[src/rtl/controller_standby_mode_arbiter.sv]
// Registered I2C/I3C standby controller hand-over: drains the outgoing side, waits for bus-free,
// then flips the TTI/PHY select. Optional drain timeout: CONTROLLER_STANDBY_ARB_TIMEOUT_EN.
module controller_standby_mode_arbiter #(
    parameter int unsigned CntWidth      = 20,
    parameter int unsigned TimeoutCycles = 4096
) (
    input  logic                clk_i,
    input  logic                rst_ni,
    input  logic                phy_en_i,
    input  logic                i3c_active_en_i,
    input  logic                i3c_standby_en_i,
    input  logic                i2c_busy_i,
    input  logic                i3c_busy_i,
    input  logic                tti_beat_pending_i,
    input  logic                scl_i,
    input  logic                sda_i,
    input  logic [CntWidth-1:0] t_bus_free_i,
    output logic                i2c_en_o,
    output logic                i3c_en_o,
    output logic                i2c_stop_req_o,
    output logic                i3c_stop_req_o,
    output logic                sel_i3c_o,
    output logic                switching_o,
    output logic                switch_done_o,
    output logic                timeout_o
);

    typedef enum logic [2:0] {
        StDisabled,
        StOnI2c,
        StOnI3c,
        StDrain,
        StWaitFree,
        StHandover
    } state_e;

    state_e state_q, state_d;

    logic sel_q, sel_d;
    logic i2c_en_q, i2c_en_d;
    logic i3c_en_q, i3c_en_d;
    logic i2c_stop_q, i2c_stop_d;
    logic i3c_stop_q, i3c_stop_d;
    logic switching_q, switching_d;
    logic done_q, done_d;

    logic [CntWidth-1:0] free_cnt_q, free_cnt_d;

    logic target_i3c;
    logic out_busy;
    logic bus_idle;
    logic bus_free;
    logic drained;
    logic drain_expired;

    assign target_i3c = i3c_active_en_i | i3c_standby_en_i;
    // sel_q still names the outgoing controller until the hand-over cycle.
    assign out_busy   = sel_q ? i3c_busy_i : i2c_busy_i;
    assign bus_idle   = scl_i & sda_i;
    assign bus_free   = (free_cnt_q >= t_bus_free_i);
    assign drained    = ~out_busy & ~tti_beat_pending_i;

`ifdef CONTROLLER_STANDBY_ARB_TIMEOUT_EN
    localparam int unsigned DrainW = $clog2(TimeoutCycles + 1);

    logic [DrainW-1:0] drain_cnt_q, drain_cnt_d;
    logic              timeout_q, timeout_d;

    assign drain_expired = (state_q == StDrain) &&
                           (drain_cnt_q >= DrainW'(TimeoutCycles - 1));

    always_comb begin
        drain_cnt_d = '0;
        if (state_q == StDrain && !drain_expired) begin
            drain_cnt_d = drain_cnt_q + 1'b1;
        end
    end

    always_comb begin
        timeout_d = timeout_q;
        if (!phy_en_i) begin
            timeout_d = 1'b0;
        end else if (drain_expired && state_d == StWaitFree) begin
            timeout_d = 1'b1;
        end
    end

    always_ff @(posedge clk_i or negedge rst_ni) begin
        if (!rst_ni) begin
            drain_cnt_q <= '0;
            timeout_q   <= 1'b0;
        end else begin
            drain_cnt_q <= drain_cnt_d;
            timeout_q   <= timeout_d;
        end
    end

    assign timeout_o = timeout_q;
`else
    logic unused_timeout_cfg;

    assign unused_timeout_cfg = ^TimeoutCycles;
    assign drain_expired      = 1'b0;
    assign timeout_o          = 1'b0;
`endif

    // Bus-free counter runs only in WAIT_FREE; any low on SCL/SDA restarts it.
    always_comb begin
        free_cnt_d = '0;
        if (state_q == StWaitFree && bus_idle) begin
            free_cnt_d = (&free_cnt_q) ? free_cnt_q : free_cnt_q + 1'b1;
        end
    end

    // State and output registers
    always_ff @(posedge clk_i or negedge rst_ni) begin
        if (!rst_ni) begin
            state_q     <= StDisabled;
            sel_q       <= 1'b0;
            i2c_en_q    <= 1'b0;
            i3c_en_q    <= 1'b0;
            i2c_stop_q  <= 1'b0;
            i3c_stop_q  <= 1'b0;
            switching_q <= 1'b0;
            done_q      <= 1'b0;
            free_cnt_q  <= '0;
        end else begin
            state_q     <= state_d;
            sel_q       <= sel_d;
            i2c_en_q    <= i2c_en_d;
            i3c_en_q    <= i3c_en_d;
            i2c_stop_q  <= i2c_stop_d;
            i3c_stop_q  <= i3c_stop_d;
            switching_q <= switching_d;
            done_q      <= done_d;
            free_cnt_q  <= free_cnt_d;
        end
    end

    // Next-state logic
    always_comb begin
        state_d = state_q;
        if (!phy_en_i) begin
            state_d = StDisabled;
        end else begin
            case (state_q)
                StDisabled: state_d = target_i3c ? StOnI3c : StOnI2c;
                StOnI2c: begin
                    if (target_i3c) state_d = StDrain;
                end
                StOnI3c: begin
                    if (!target_i3c) state_d = StDrain;
                end
                StDrain: begin
                    if (target_i3c == sel_q) begin
                        state_d = sel_q ? StOnI3c : StOnI2c;
                    end else if (drained || drain_expired) begin
                        state_d = StWaitFree;
                    end
                end
                StWaitFree: begin
                    if (target_i3c == sel_q) begin
                        state_d = sel_q ? StOnI3c : StOnI2c;
                    end else if (bus_free) begin
                        state_d = StHandover;
                    end
                end
                // sel_q has already toggled here, so it names the incoming side.
                StHandover: state_d = sel_q ? StOnI3c : StOnI2c;
                default:    state_d = StDisabled;
            endcase
        end
    end

    // Output logic: decoded from the next state so every output is a flop.
    always_comb begin
        sel_d       = sel_q;
        i2c_en_d    = 1'b0;
        i3c_en_d    = 1'b0;
        i2c_stop_d  = 1'b0;
        i3c_stop_d  = 1'b0;
        switching_d = 1'b0;
        done_d      = 1'b0;
        case (state_d)
            StOnI2c: begin
                sel_d    = 1'b0;
                i2c_en_d = 1'b1;
                done_d   = (state_q == StHandover);
            end
            StOnI3c: begin
                sel_d    = 1'b1;
                i3c_en_d = 1'b1;
                done_d   = (state_q == StHandover);
            end
            StDrain: begin
                i2c_en_d    = ~sel_q;
                i3c_en_d    = sel_q;
                i2c_stop_d  = ~sel_q;
                i3c_stop_d  = sel_q;
                switching_d = 1'b1;
            end
            StWaitFree: begin
                i2c_stop_d  = ~sel_q;
                i3c_stop_d  = sel_q;
                switching_d = 1'b1;
            end
            StHandover: begin
                sel_d       = ~sel_q;
                switching_d = 1'b1;
            end
            default: ;
        endcase
    end

    assign sel_i3c_o      = sel_q;
    assign i2c_en_o       = i2c_en_q;
    assign i3c_en_o       = i3c_en_q;
    assign i2c_stop_req_o = i2c_stop_q;
    assign i3c_stop_req_o = i3c_stop_q;
    assign switching_o    = switching_q;
    assign switch_done_o  = done_q;

endmodule

[config.mk]
export PLATFORM = sky130hd
export DESIGN_NAME = controller_standby_mode_arbiter
export DESIGN_NICKNAME = d
export VERILOG_FILES = /design/src/rtl/controller_standby_mode_arbiter.sv
export SDC_FILE = /design/constraint.sdc
export NUM_CORES = 1
export LEC_CHECK = 0
export CORE_MARGIN = 1
export CORE_UTILIZATION = 47
export CTS_CLUSTER_SIZE = 28
export DETAILED_ROUTE_END_ITERATION = 7
export GPL_TIMING_DRIVEN = 0
export PLACE_DENSITY = 0.76
export SLEW_MARGIN = 20
export SYNTH_ARGS = -nofsm -noshare
export SYNTH_HDL_FRONTEND = slang
export SYNTH_SLANG_ARGS = --single-unit
[constraint.sdc]
create_clock -name clk_i -period 2 [get_ports clk_i]
set_input_delay 0.4 -clock clk_i [delete_from_list [all_inputs] [get_ports clk_i]]
set_output_delay 0.4 -clock clk_i [all_outputs]
set_load 0.01 [all_outputs]
==> run summary <==
The flow ran to the end, but the final reports show violations. The final reports fail on setup timing. The run gives 0.00141 W as the total power. Yosys printed 0 warnings. The number of clock buffers inserted by TritonCTS was 5. The worst setup path is captured at a flip-flop. The count of antenna-violating nets left after detailed routing came out at 0. The floorplan step defined a die boundary enclosing 4570 µm². The max-slew violation total from the final report came out at 0.

Setup repair after global routing could not meet its margin everywhere. STA classifies the critical path startpoint as a flip-flop. The logs give 0.188 for the power share of the combinational group and 0 for the number of antenna violations at the first check in global routing. The first detailed-routing pass took 4 iterations. The logs give 37 for the count of cell types in the netlist and 279 µm for the sum of met3 wire segment lengths after detailed routing.

The commonest register cell after synthesis was sky130_fd_sc_hd__dfrtp_1. After detailed routing, the average wire length per cell comes to 14.8 µm. For the HPWL after detailed placement, the log shows 3120 µm.

The proportion of layout cells with a drive suffix above 1 works out to 0.331. Portion of synthesized cell area occupied by the leading cell type: 0.371. Global routing finished with a remaining overflow of 0.

The shortest period the worst path allows was 2.07 ns. The most area-hungry cell type in the Yosys netlist is sky130_fd_sc_hd__dfrtp_1. The sequential share of power came out at 0.448. After detailed routing, the number of remaining DRC violations is 0. Summing every instance area after synthesis gives 2020 µm². The final worst slack came out at -0.0725 ns. In the final routing, the length of wire on met1 measures 2150 µm. The gate count of the mapped netlist was 239; the signed area change from the synthesized netlist to the final layout was 50.0%. For the clock network power share, the log shows 0.363. The clock tree synthesis step divided the H-tree into 2 levels.

The dominant delay contributor by cell family on the critical path is simple AND/OR/NAND/NOR gates. By startpoint and endpoint, the worst setup path is classified as reg -> reg. Internal power comes to 0.00103 W. The logs give 1 for the final setup violation count and 38 for the count of pins on the block boundary. The placement-stage cell area was 2440 µm². Hold violation total from the final report: 0. Leaving out filler cells and counting taps, the final layout contains 349. The count of flip-flops with a built-in enable after synthesis works out to 0.

The first-pass GRT wire length is 7510 µm. For the number of nets produced by synthesis, the log shows 290. The final design area excluding fillers is 3040 µm², and the vertical extent of the die is 67.6 µm. For the clock tree skew after final layout, the log shows 0.00466 ns.

The source-to-sink clock delay at the later pin of the worst-skew pair is 0.29 ns, and the transition at the pin with the smallest max-transition slack is 0.678 ns. Along the worst path, the maximum fanout reaches 3. Final weighted congestion in routability-driven placement: 0.812. The total global-route track usage is 0.223, and the net total in the final layout is 349.

Worst-case clock buffer depth: 2. The logs give 1679 for the via count of the first global-routing pass and 30 for the count of clock tree sinks. The synthesized design contains 30 register bits. The fraction of the yosys area taken by sequential cells was 0.371. The headroom to the max-slew limit is 0.548. The period utilization is 1.04, and the starting density of the core is 0.499.

The switching part of the total is 0.271, and the number of hold buffers added after cts is 0. For the placement row count, the log shows 23. The critical path goes through ha_1 > nand2_2 > nor3_4 > a21oi_4 > o31ai_4 > o21a_1 > nor3_1 > nor4_1. Area of the placeable core: 4060 µm². The detailed route wirelength on metal2 is 2640 µm.

Total of max-cap violations: 0. Number of stages on the worst setup path: 8. TritonCTS built the clock tree. The highest cell delay on the worst timing path was 0.41 ns; the power spent charging and discharging nets was 0.000382 W. The share of async-settable or async-resettable flops after synthesis is 1.00. Entering global routing, the biggest net connects 31 pins.

The tightest min-delay check is of the in -> async type. The number of placed instances, taps included, is 325. The number of buffers and inverters on the critical path is 0.

Measured in cells, the most critical reg-to-reg path has a length of 8. The number of antenna diodes came out at 0. After detailed routing, no signal wire sits above met4. The floorplan die width works out to 67.6 µm.

The first routing iteration left 153 violations. Buffers placed on the I/O ports in this run total 36. The static leakage is 1.30 nW. For the worst setup path, the data required time is 2.18 ns. The tools report the clock root buffer master as sky130_fd_sc_hd__clkbuf_8. In the synthesized netlist, the cells that appear most often are 30 x sky130_fd_sc_hd__dfrtp_1, 30 x sky130_fd_sc_hd__nor2_1, 24 x sky130_fd_sc_hd__inv_1.

For this block, the routed nets add up to 5170 µm of wire. The worst-case IR drop observed on VDD is 0.000378 V. The clock transition at the registers of the reported paths works out to 0.07 ns.

Ratio of total power to cell area: 465 nW/µm². Counting the fill cells in the layout gives 276. STA puts the critical path data arrival time at 2.26 ns.

Dividing the detail-routed via count by the number of cells gives 5.55. After synthesis, the cell types taking the most area are sky130_fd_sc_hd__dfrtp_1 37%, sky130_fd_sc_hd__ha_1 13%, sky130_fd_sc_hd__nor2_1 5.6%. The standard cell with the maximum stage delay on the critical path was sky130_fd_sc_hd__dfrtp_1.

Summing over every cut layer, the via total after detailed routing is 1936. After synthesis, the mean cell area works out to 8.47 µm². Derived from the worst setup path, the maximum achievable clock frequency is 483 MHz.
kinds of logic (layout without fill, tap and decap cells):
family,after synthesis,after routing,share of synthesized area
AOI/OAI and AO/OA,38,38,0.113
xor gates and xnor gates,15,15,0.0649
adders and majority gates,21,21,0.130
buffers and inverters,30,90,0.0581
DFF,30,30,0.371
muxes,2,2,0.00989
other,1,1,0.00185
and+or+nand+nor,102,102,0.252
registers in the layout, indices dropped and copies added, names as in the netlist:
register / cells
switching_o: 1
state_q: 3
switch_done_o: 1
i3c_en_o: 1
i3c_stop_req_o: 1
sel_i3c_o: 1
i2c_en_o: 1
i2c_stop_req_o: 1
free_cnt_q: 20
worst paths after layout:
check	start	end	slack, ns
max in group asynchronous	rst_ni	free_cnt_q[18]$_DFFE_PN0P_	1.37
min reg2reg	free_cnt_q[0]$_DFFE_PN0P_	free_cnt_q[0]$_DFFE_PN0P_	0.61
max	free_cnt_q[6]$_DFFE_PN0P_	sel_i3c_o$_DFFE_PN0P_	-0.07
max reg2reg	free_cnt_q[6]$_DFFE_PN0P_	sel_i3c_o$_DFFE_PN0P_	-0.07
min in group clk_i	free_cnt_q[0]$_DFFE_PN0P_	free_cnt_q[0]$_DFFE_PN0P_	0.61
min	rst_ni	switch_done_o$_DFF_PN0_	0.14
stage by stage:
stage | TNS [ns] | utilization | setup slack (ns) | hold slack [ns]
floorplan | 0 | - | 0.0491 | 0.104
global placement | -5.41 | 0.603 | -0.707 | 0.551
detailed placement | -3.85 | 0.602 | -0.720 | 0.483
CTS | -0.110 | 0.673 | -0.0532 | 0.177
global route | -0.546 | 0.748 | -0.146 | 0.196
finish | -0.0725 | 0.748 | -0.0725 | 0.138
placed cells by master, fill, tap and decap left out, types with 3 or more instances in the layout:
| master | Yosys | routed |
|---|---|---|
| sky130_fd_sc_hd__nor2_1 | 30 | 26 |
| sky130_fd_sc_hd__dfrtp_1 | 30 | 18 |
| sky130_fd_sc_hd__buf_4 | 1 | 16 |
| sky130_fd_sc_hd__dlygate4sd2_1 | 0 | 16 |
| sky130_fd_sc_hd__nand2_1 | 20 | 15 |
| sky130_fd_sc_hd__clkdlybuf4s50_1 | 0 | 15 |
| sky130_fd_sc_hd__ha_4 | 0 | 14 |
| sky130_fd_sc_hd__inv_2 | 0 | 13 |
| sky130_fd_sc_hd__xor2_1 | 12 | 12 |
| sky130_fd_sc_hd__dfrtp_2 | 0 | 12 |
| sky130_fd_sc_hd__inv_1 | 24 | 11 |
| sky130_fd_sc_hd__a21oi_1 | 14 | 11 |
| sky130_fd_sc_hd__nor3_1 | 14 | 11 |
| sky130_fd_sc_hd__nand3_1 | 13 | 11 |
| sky130_fd_sc_hd__o21ai_0 | 10 | 7 |
| sky130_fd_sc_hd__nand4_1 | 7 | 7 |
| sky130_fd_sc_hd__ha_1 | 21 | 6 |
| sky130_fd_sc_hd__clkbuf_8 | 0 | 6 |
| sky130_fd_sc_hd__nand2_2 | 0 | 4 |
| sky130_fd_sc_hd__nor2_2 | 0 | 4 |
| sky130_fd_sc_hd__dlymetal6s2s_1 | 0 | 4 |
| sky130_fd_sc_hd__nor2b_1 | 3 | 3 |
| sky130_fd_sc_hd__o21a_1 | 3 | 3 |
| sky130_fd_sc_hd__clkbuf_1 | 4 | 3 |
| sky130_fd_sc_hd__xnor2_1 | 3 | 3 |
power by group through the flow:
stage                     clock network, W   logic, W  registers (W)
after floorplan                          0  0.0000927       0.000641
after global placement                   0   0.000206       0.000637
after detailed placement                 0   0.000205       0.000638
after CTS                         0.000509   0.000230       0.000627
after global routing              0.000543   0.000291       0.000635
final                             0.000513   0.000266       0.000633
cell type report:
cell class / count / area, µm² / area share
Multi-Input combinational cell: 179 / 1510 / 0.496
Sequential cell: 30 / 766 / 0.252
Timing Repair Buffer: 54 / 500 / 0.165
Inverter: 24 / 90.1 / 0.0297
Clock buffer: 7 / 86.3 / 0.0284
Tap cell: 50 / 62.6 / 0.0206
Buffer: 4 / 20.0 / 0.00659
Clock inverter: 1 / 5.00 / 0.00165
per-layer routing:
metal  global-route usage  up-vias
met2                0.371       62
met4               0.0745        0
met3               0.0659       11
met1                0.273      917
met5                    0        -
li1                     -      946
timing repair:
action	4_1_cts	5_1_grt
buffers inserted	2	17
endpoints found under the setup margin	17	24
pin swaps	37	25
cloned	0	0
resized for setup	59	45
(Power assumes the default switching activity.)
==> RTL change 1: new RTL, config.mk and constraints unchanged <==
Build with the macro `CONTROLLER_STANDBY_ARB_TIMEOUT_EN` defined.
--- a/src/rtl/controller_standby_mode_arbiter.sv
+++ b/src/rtl/controller_standby_mode_arbiter.sv
@@ -1,5 +1,7 @@
 // Registered I2C/I3C standby controller hand-over: drains the outgoing side, waits for bus-free,
 // then flips the TTI/PHY select. Optional drain timeout: CONTROLLER_STANDBY_ARB_TIMEOUT_EN.
+`define CONTROLLER_STANDBY_ARB_TIMEOUT_EN
+
 module controller_standby_mode_arbiter #(
     parameter int unsigned CntWidth      = 20,
     parameter int unsigned TimeoutCycles = 4096
Behaviour: same outputs for any inputs over 10 cycles, from zero or initial values and one cycle with rst_ni low; that may be too few to reach the edited logic, so the function may still have changed.
==> RTL change 1 against the unedited design <==
  * Sequential share of layout area is 2.2 points higher
  * Final area rose by 35%
  * Core utilization down 2.0 points
  * Power is 19% higher
  * Area after synthesis rose by 38%
  * Worst setup slack got worse by 0.14 ns
  * The run still ends with negative setup slack left
  * Wire length rose by 39%
  * Largest power group unchanged
  * Critical endpoint is now i2c_stop_req_o$_DFF_PN0_
  * Sequential cell count is 14 higher
  * Highest routed layer unchanged
==> RTL change 1: results (changes against the unedited design) <==
Fin Hold WS = 0.0251 ns (-0.113 ns)
Commonest cells in the synthesized netlist = 44 x dfrtp_1, 35 x nor2_1, 26 x inv_1
Worst hold path class = input pin to asynchronous set/reset pin
Post-DP Area = 3300 µm² (+35%)
Worst reg2reg setup slack = -0.20 ns (-0.13 ns)
Routed wl met2 = 3710 µm (+41%)
Largest registers = free_cnt_q: 20 flops, drain_cnt_q: 13 flops, state_q: 3 flops
Avg Cell Area, Syn = 9.11 µm² (+7.5%)
DRT Wirelength = 7170 µm (+39%)
Drt wl/cell = 15.4 µm (+3.8%)
Slew headroom = 62.9% (+8.1 points)
Peak VDD IR = 0.229 mV (-39%)
Critical path peak fanout = 4 (+1)
IO Port Bufs = 37 (+2.8%)
Syn_nets = 359 (+24%)
Reg2Reg Depth = 8 (unchanged)
Met3 WL = 330 µm (+18%)
Failing checks = negative setup slack
Worst-Skew Late Latency = 0.29 ns (about the same)
Setup_tns = -1.32 ns (-1.25 ns)
FF-to-FF Start = free_cnt_q[15]$_DFFE_PN0P_
Vias per cell = 5.69 (+2.5%)
Clk slew on worst S/H paths = 0.08 ns
DP HPWL = 4380 µm (+40%)
Largest net degree at the start of global routing = 29 (-6.5%)
CTS max path bufs = 2 (unchanged)
CTS buffer count = 5 (unchanged)
H-tree Lvls = 2 (unchanged)
Layout Skew = 0.00486 ns (+0.000196 ns)
Clock power frac = 34.5% (-1.8 points)
Ant diodes = 0 (unchanged)
Static Leak = 1.71 nW (+32%)
Pre-CTS setup slack = -0.817 ns (-0.0970 ns)
Switching power = 0.414 mW (+8.4%)
Post-synthesis sequential area ratio = 39.4% (+2.3 points)
Highest metal used = met4
Share of synthesized flip-flops with an asynchronous set or reset = 100% (unchanged)
CTS Root Buffer Type = clkbuf_8
Ranking of synthesized cells by area = dfrtp_1 39%, ha_1 9.8%, nor2_1 4.7%
Yosys warnings = 0 (unchanged)
First-pass GRT wire length = 11100 µm (+47%)
Drt pass-1 iters = 4 (unchanged)
GP Congestion = 0.864 (+6.4%)
CP Data Arrival Time = 2.44 ns (+0.18 ns)
Starting DRT DRC Count = 98 (-36%)
Final setup fails = 10 (+9)
Share of cells above drive strength 1 = 35.8% (+2.7 points)
Wl on met1 = 2970 µm (+38%)
PnR worst setup slack = -0.212 ns (-0.140 ns)
Initial antenna violation count = 0 (unchanged)
Vias in the first global route = 2479 (+48%)
Status = complete, but fails checks
Placed insts = 417 (+28%)
Worst r2r dst = sel_i3c_o$_DFFE_PN0P_
Post-synth cell types = 55 (+49%)
Tot GR Track Use = 22.6% (+0.25 points)
NumNets Final = 445 (+28%)
==> RTL change 1: cell count changes in the layout (fill, tap and decap cells not counted), moves of 5 or more <==
| cell | before | now |
|---|---|---|
| xnor2_1 | 3 | 12 |
| xor2_1 | 12 | 7 |
| dfrtp_1 | 18 | 29 |
| or3_1 | 1 | 8 |
| nand2_1 | 15 | 22 |
| nor2_1 | 26 | 33 |
| buf_4 | 16 | 37 |
| nor3_1 | 11 | 6 |
==> RTL change 1: worst max-delay path by stage <==
stage                     cells after the start                  endpoint                       from  slack [ns]
after floorplan                               7  i3c_stop_req_o$_DFF_PN0_  free_cnt_q[2]$_DFFE_PN0P_       -0.07
after global placement                        9     sel_i3c_o$_DFFE_PN0P_           t_bus_free_i[13]       -0.77
after detailed placement                      9     sel_i3c_o$_DFFE_PN0P_           t_bus_free_i[15]       -0.82
after CTS                                     7  i2c_stop_req_o$_DFF_PN0_  free_cnt_q[2]$_DFFE_PN0P_       -0.25
after global routing                          6  i3c_stop_req_o$_DFF_PN0_  free_cnt_q[6]$_DFFE_PN0P_       -0.25
final                                         8  i2c_stop_req_o$_DFF_PN0_            t_bus_free_i[3]       -0.21
==> RTL change 1: cell families after synthesis <==
logic type               count (synthesis)  share of synthesized area, %
XOR/XNOR                                19                          5.95
buffers and inverters                   35                          5.28
flip-flops                              44                          39.4
AO/OA/AOI/OAI                           60                          14.5
AND/OR/NAND/NOR                        123                          23.8
adder cells (fa/ha/maj)                 22                          9.84
multiplexers                             3                          1.12
other                                    1                         0.134
==> RTL change 1: metal layers <==
layer | up-vias | track usage (%)
met5 | - | 0
met1 | 1299 | 26.7
li1 | 1251 | -
met2 | 80 | 40.3
met3 | 20 | 4.25
met4 | 0 | 8.36
==> RTL change 1: critical path, stage by stage <==
cell             delay [ns]
clkdlybuf4s50_1        0.45
inv_1                  0.04
ha_1                   0.28
nor2_2                 0.05
o311ai_4               0.32
a311oi_4               0.17
or4_4                  0.59
a21oi_2                0.13
==> RTL change 1: cell type report <==
cell class	count	area (µm²)
buffer	8	50.0
clock buffer	6	82.6
clock inverter	2	10.0
fill	400	1520
inverter	27	101
multi-input combinational	228	1930
sequential	44	1120
tap	72	90.1
timing repair buffer	79	702
==> RTL change 1: power groups by stage <==
stage	Clock, mW	Sequential [mW]	Combinational [mW]
finish	0.581	0.896	0.208
detailed placement	0	0.914	0.172
CTS	0.593	0.896	0.188
global placement	0	0.914	0.164
global route	0.642	0.896	0.229
floorplan	0	0.915	0.0680
==> RTL change 1: repair_timing <==
| action | 4_1_cts | 5_1_grt |
|---|---|---|
| resized for setup | 65 | 41 |
| pin swaps | 40 | 27 |
| setup endpoints to repair | 20 | 27 |
| setup buffers | 18 | 23 |
| hold endpoints to repair | 0 | 0 |
==> RTL change 2: new RTL, config.mk and constraints unchanged <==
Made on the original files. Re-encode `state_e` (6 states) as one-hot, 6 bits wide.
--- a/src/rtl/controller_standby_mode_arbiter.sv
+++ b/src/rtl/controller_standby_mode_arbiter.sv
@@ -25,13 +25,13 @@
     output logic                timeout_o
 );
 
-    typedef enum logic [2:0] {
-        StDisabled,
-        StOnI2c,
-        StOnI3c,
-        StDrain,
-        StWaitFree,
-        StHandover
+    typedef enum logic [5:0] {
+        StDisabled = 6'b000001,
+        StOnI2c    = 6'b000010,
+        StOnI3c    = 6'b000100,
+        StDrain    = 6'b001000,
+        StWaitFree = 6'b010000,
+        StHandover = 6'b100000
     } state_e;
 
     state_e state_q, state_d;
Formal check against the unedited RTL: same outputs for any inputs over 10 cycles, from zero or initial values and one cycle with rst_ni low; not proved beyond that.
==> RTL change 2 against the unedited design <==
  * The run ends with design-rule violations, negative setup slack left
  * Clock power is 25% higher
  * Area after synthesis rose by 11%
  * Highest routed layer unchanged
  * Power grew 34%
  * Worst hold slack better by 0.29 ns
  * Worst setup slack better by 0.016 ns
  * Sequential cell count increased by 3
  * Clock skew grew 0.0038 ns
  * Maximum frequency grew 0.76%
  * Final area is 2.0% higher
  * Final cell count is 1.7% higher
  * Wire length rose by 3.5%
==> RTL change 2: results (changes against the unedited design) <==
Fill cells = 339 (+23%)
Worst hold path class = input pin to asynchronous set/reset pin
Met2 Use GR = 37.5% (+0.37 points)
Fraction of met1 tracks used by global routing = 25.9% (-1.4 points)
Post-DP Area = 2680 µm² (+9.8%)
DRC viols = 3 (+3)
PnR worst setup slack = -0.0569 ns (+0.0155 ns)
Drt wl/cell = 15.1 µm (+1.8%)
Vias in the first global route = 1860 (+11%)
Layout Skew = 0.00846 ns (+0.00379 ns)
CP Data Arrival Time = 2.24 ns (-0.02 ns)
Critical path peak fanout = 4 (+1)
Ranking of synthesized cells by area = dfrtp_1 36%, ha_1 12%, nor2_1 5.4%
GP Congestion = 0.909 (+12%)
Starting DRT DRC Count = 121 (-21%)
Share of cells above drive strength 1 = 23.1% (-10 points)
Static Leak = 1.43 nW (+9.9%)
Commonest cells in the synthesized netlist = 32 x dfrtp_1, 32 x nor2_1, 27 x inv_1
Vias per cell = 5.73 (+3.3%)
Syn_nets = 298 (+2.8%)
Peak VDD IR = 0.478 mV (+26%)
Drt pass-1 iters = 6 (+2)
Slew headroom = 66.6% (+12 points)
M3 GR Usage = 4.27% (-2.3 points)
Failing checks = design-rule violations, negative setup slack
CTS buffer count = 5 (unchanged)
First-pass GRT wire length = 8320 µm (+11%)
Largest registers = free_cnt_q: 20 flops, state_q: 6 flops
Tot GR Track Use = 21.2% (-1.1 points)
DP HPWL = 3460 µm (+11%)
Post-synthesis sequential area ratio = 37.0% (-0.11 points)
Status = complete, but fails checks
Pre-CTS setup slack = -0.625 ns (+0.0957 ns)
Post-synth cell types = 53 (+43%)
Final setup fails = 3 (+2)
Largest net degree at the start of global routing = 33 (+6.5%)
Initial antenna violation count = 0 (unchanged)
Kind of cell adding the most delay to the critical path = compound AO/OA/AOI/OAI gates
NumNets Final = 353 (+1.1%)
## RTL change 2: kinds of logic (layout without fill, tap and decap cells)
logic type      count (synthesis)  in the layout  share of synthesized area (%)
flops                          33             33                           37.0
mux                             4              4                           1.85
compound gates                 45             45                           14.2
other cells                     1              1                          0.168
xor+xnor                       16             16                           6.26
fa+ha+maj                      21             21                           11.7
buf+inv                        34             90                           6.10
simple gates                   93             93                           22.7
## RTL change 2: through the flow
stage | std cells | util (%) | hold slack, ns | setup TNS (ns)
after floorplan | 247 | - | 0.104 | 0
after global placement | 335 | 59.6 | 0.561 | -6.83
after detailed placement | 336 | 60.0 | 0.201 | -3.12
after CTS | 347 | 65.4 | 0.422 | -0.0783
after global routing | 355 | 69.2 | 0.434 | -0.477
final | 355 | 69.2 | 0.429 | -0.0980
## RTL change 2: what timing repair did
| action | 4_1_cts | 5_1_grt |
|---|---|---|
| buffers inserted | 2 | 9 |
| hold buffers | 1 | 0 |
| endpoints found under the hold margin | 1 | 0 |
| resized for setup | 34 | 21 |
| pin swaps | 18 | 19 |
| endpoints found under the setup margin | 9 | 19 |
## RTL change 2: layout make-up
type	count	share of cell area, %
multi-input combinational	180	47.8
sequential	33	27.0
clock inverter	3	1.49
tap	52	2.10
clock buffer	5	2.22
inverter	27	3.27
buffer	6	1.01
timing repair buffer	49	15.1
## RTL change 2: worst paths after layout
path                                                  from                         end  depth (start not counted)
worst max-delay path            free_cnt_q[14]$_DFFE_PN0P_       sel_i3c_o$_DFFE_PN0P_                          7
worst min-delay path                                rst_ni  free_cnt_q[13]$_DFFE_PN0P_                          2
worst max register to register  free_cnt_q[14]$_DFFE_PN0P_       sel_i3c_o$_DFFE_PN0P_                          7
worst min register to register   free_cnt_q[8]$_DFFE_PN0P_   free_cnt_q[8]$_DFFE_PN0P_                          2
max in group asynchronous                           rst_ni        state_q[0]$_DFF_PN1_                          3
min in group clk_i               free_cnt_q[8]$_DFFE_PN0P_   free_cnt_q[8]$_DFFE_PN0P_                          2
## RTL change 2: layer usage
layer,part of all wire (%),up-vias
met4,1.4,0
met1,43,995
met5,0,-
met3,3.6,9
li1,-,983
met2,52,47
## RTL change 2: power by group
part	internal, mW	leakage, nW	switching, mW
Combinational	0.241	0.934	0.258
Clock	0.373	0.0543	0.269
Sequential	0.718	0.441	0.0351
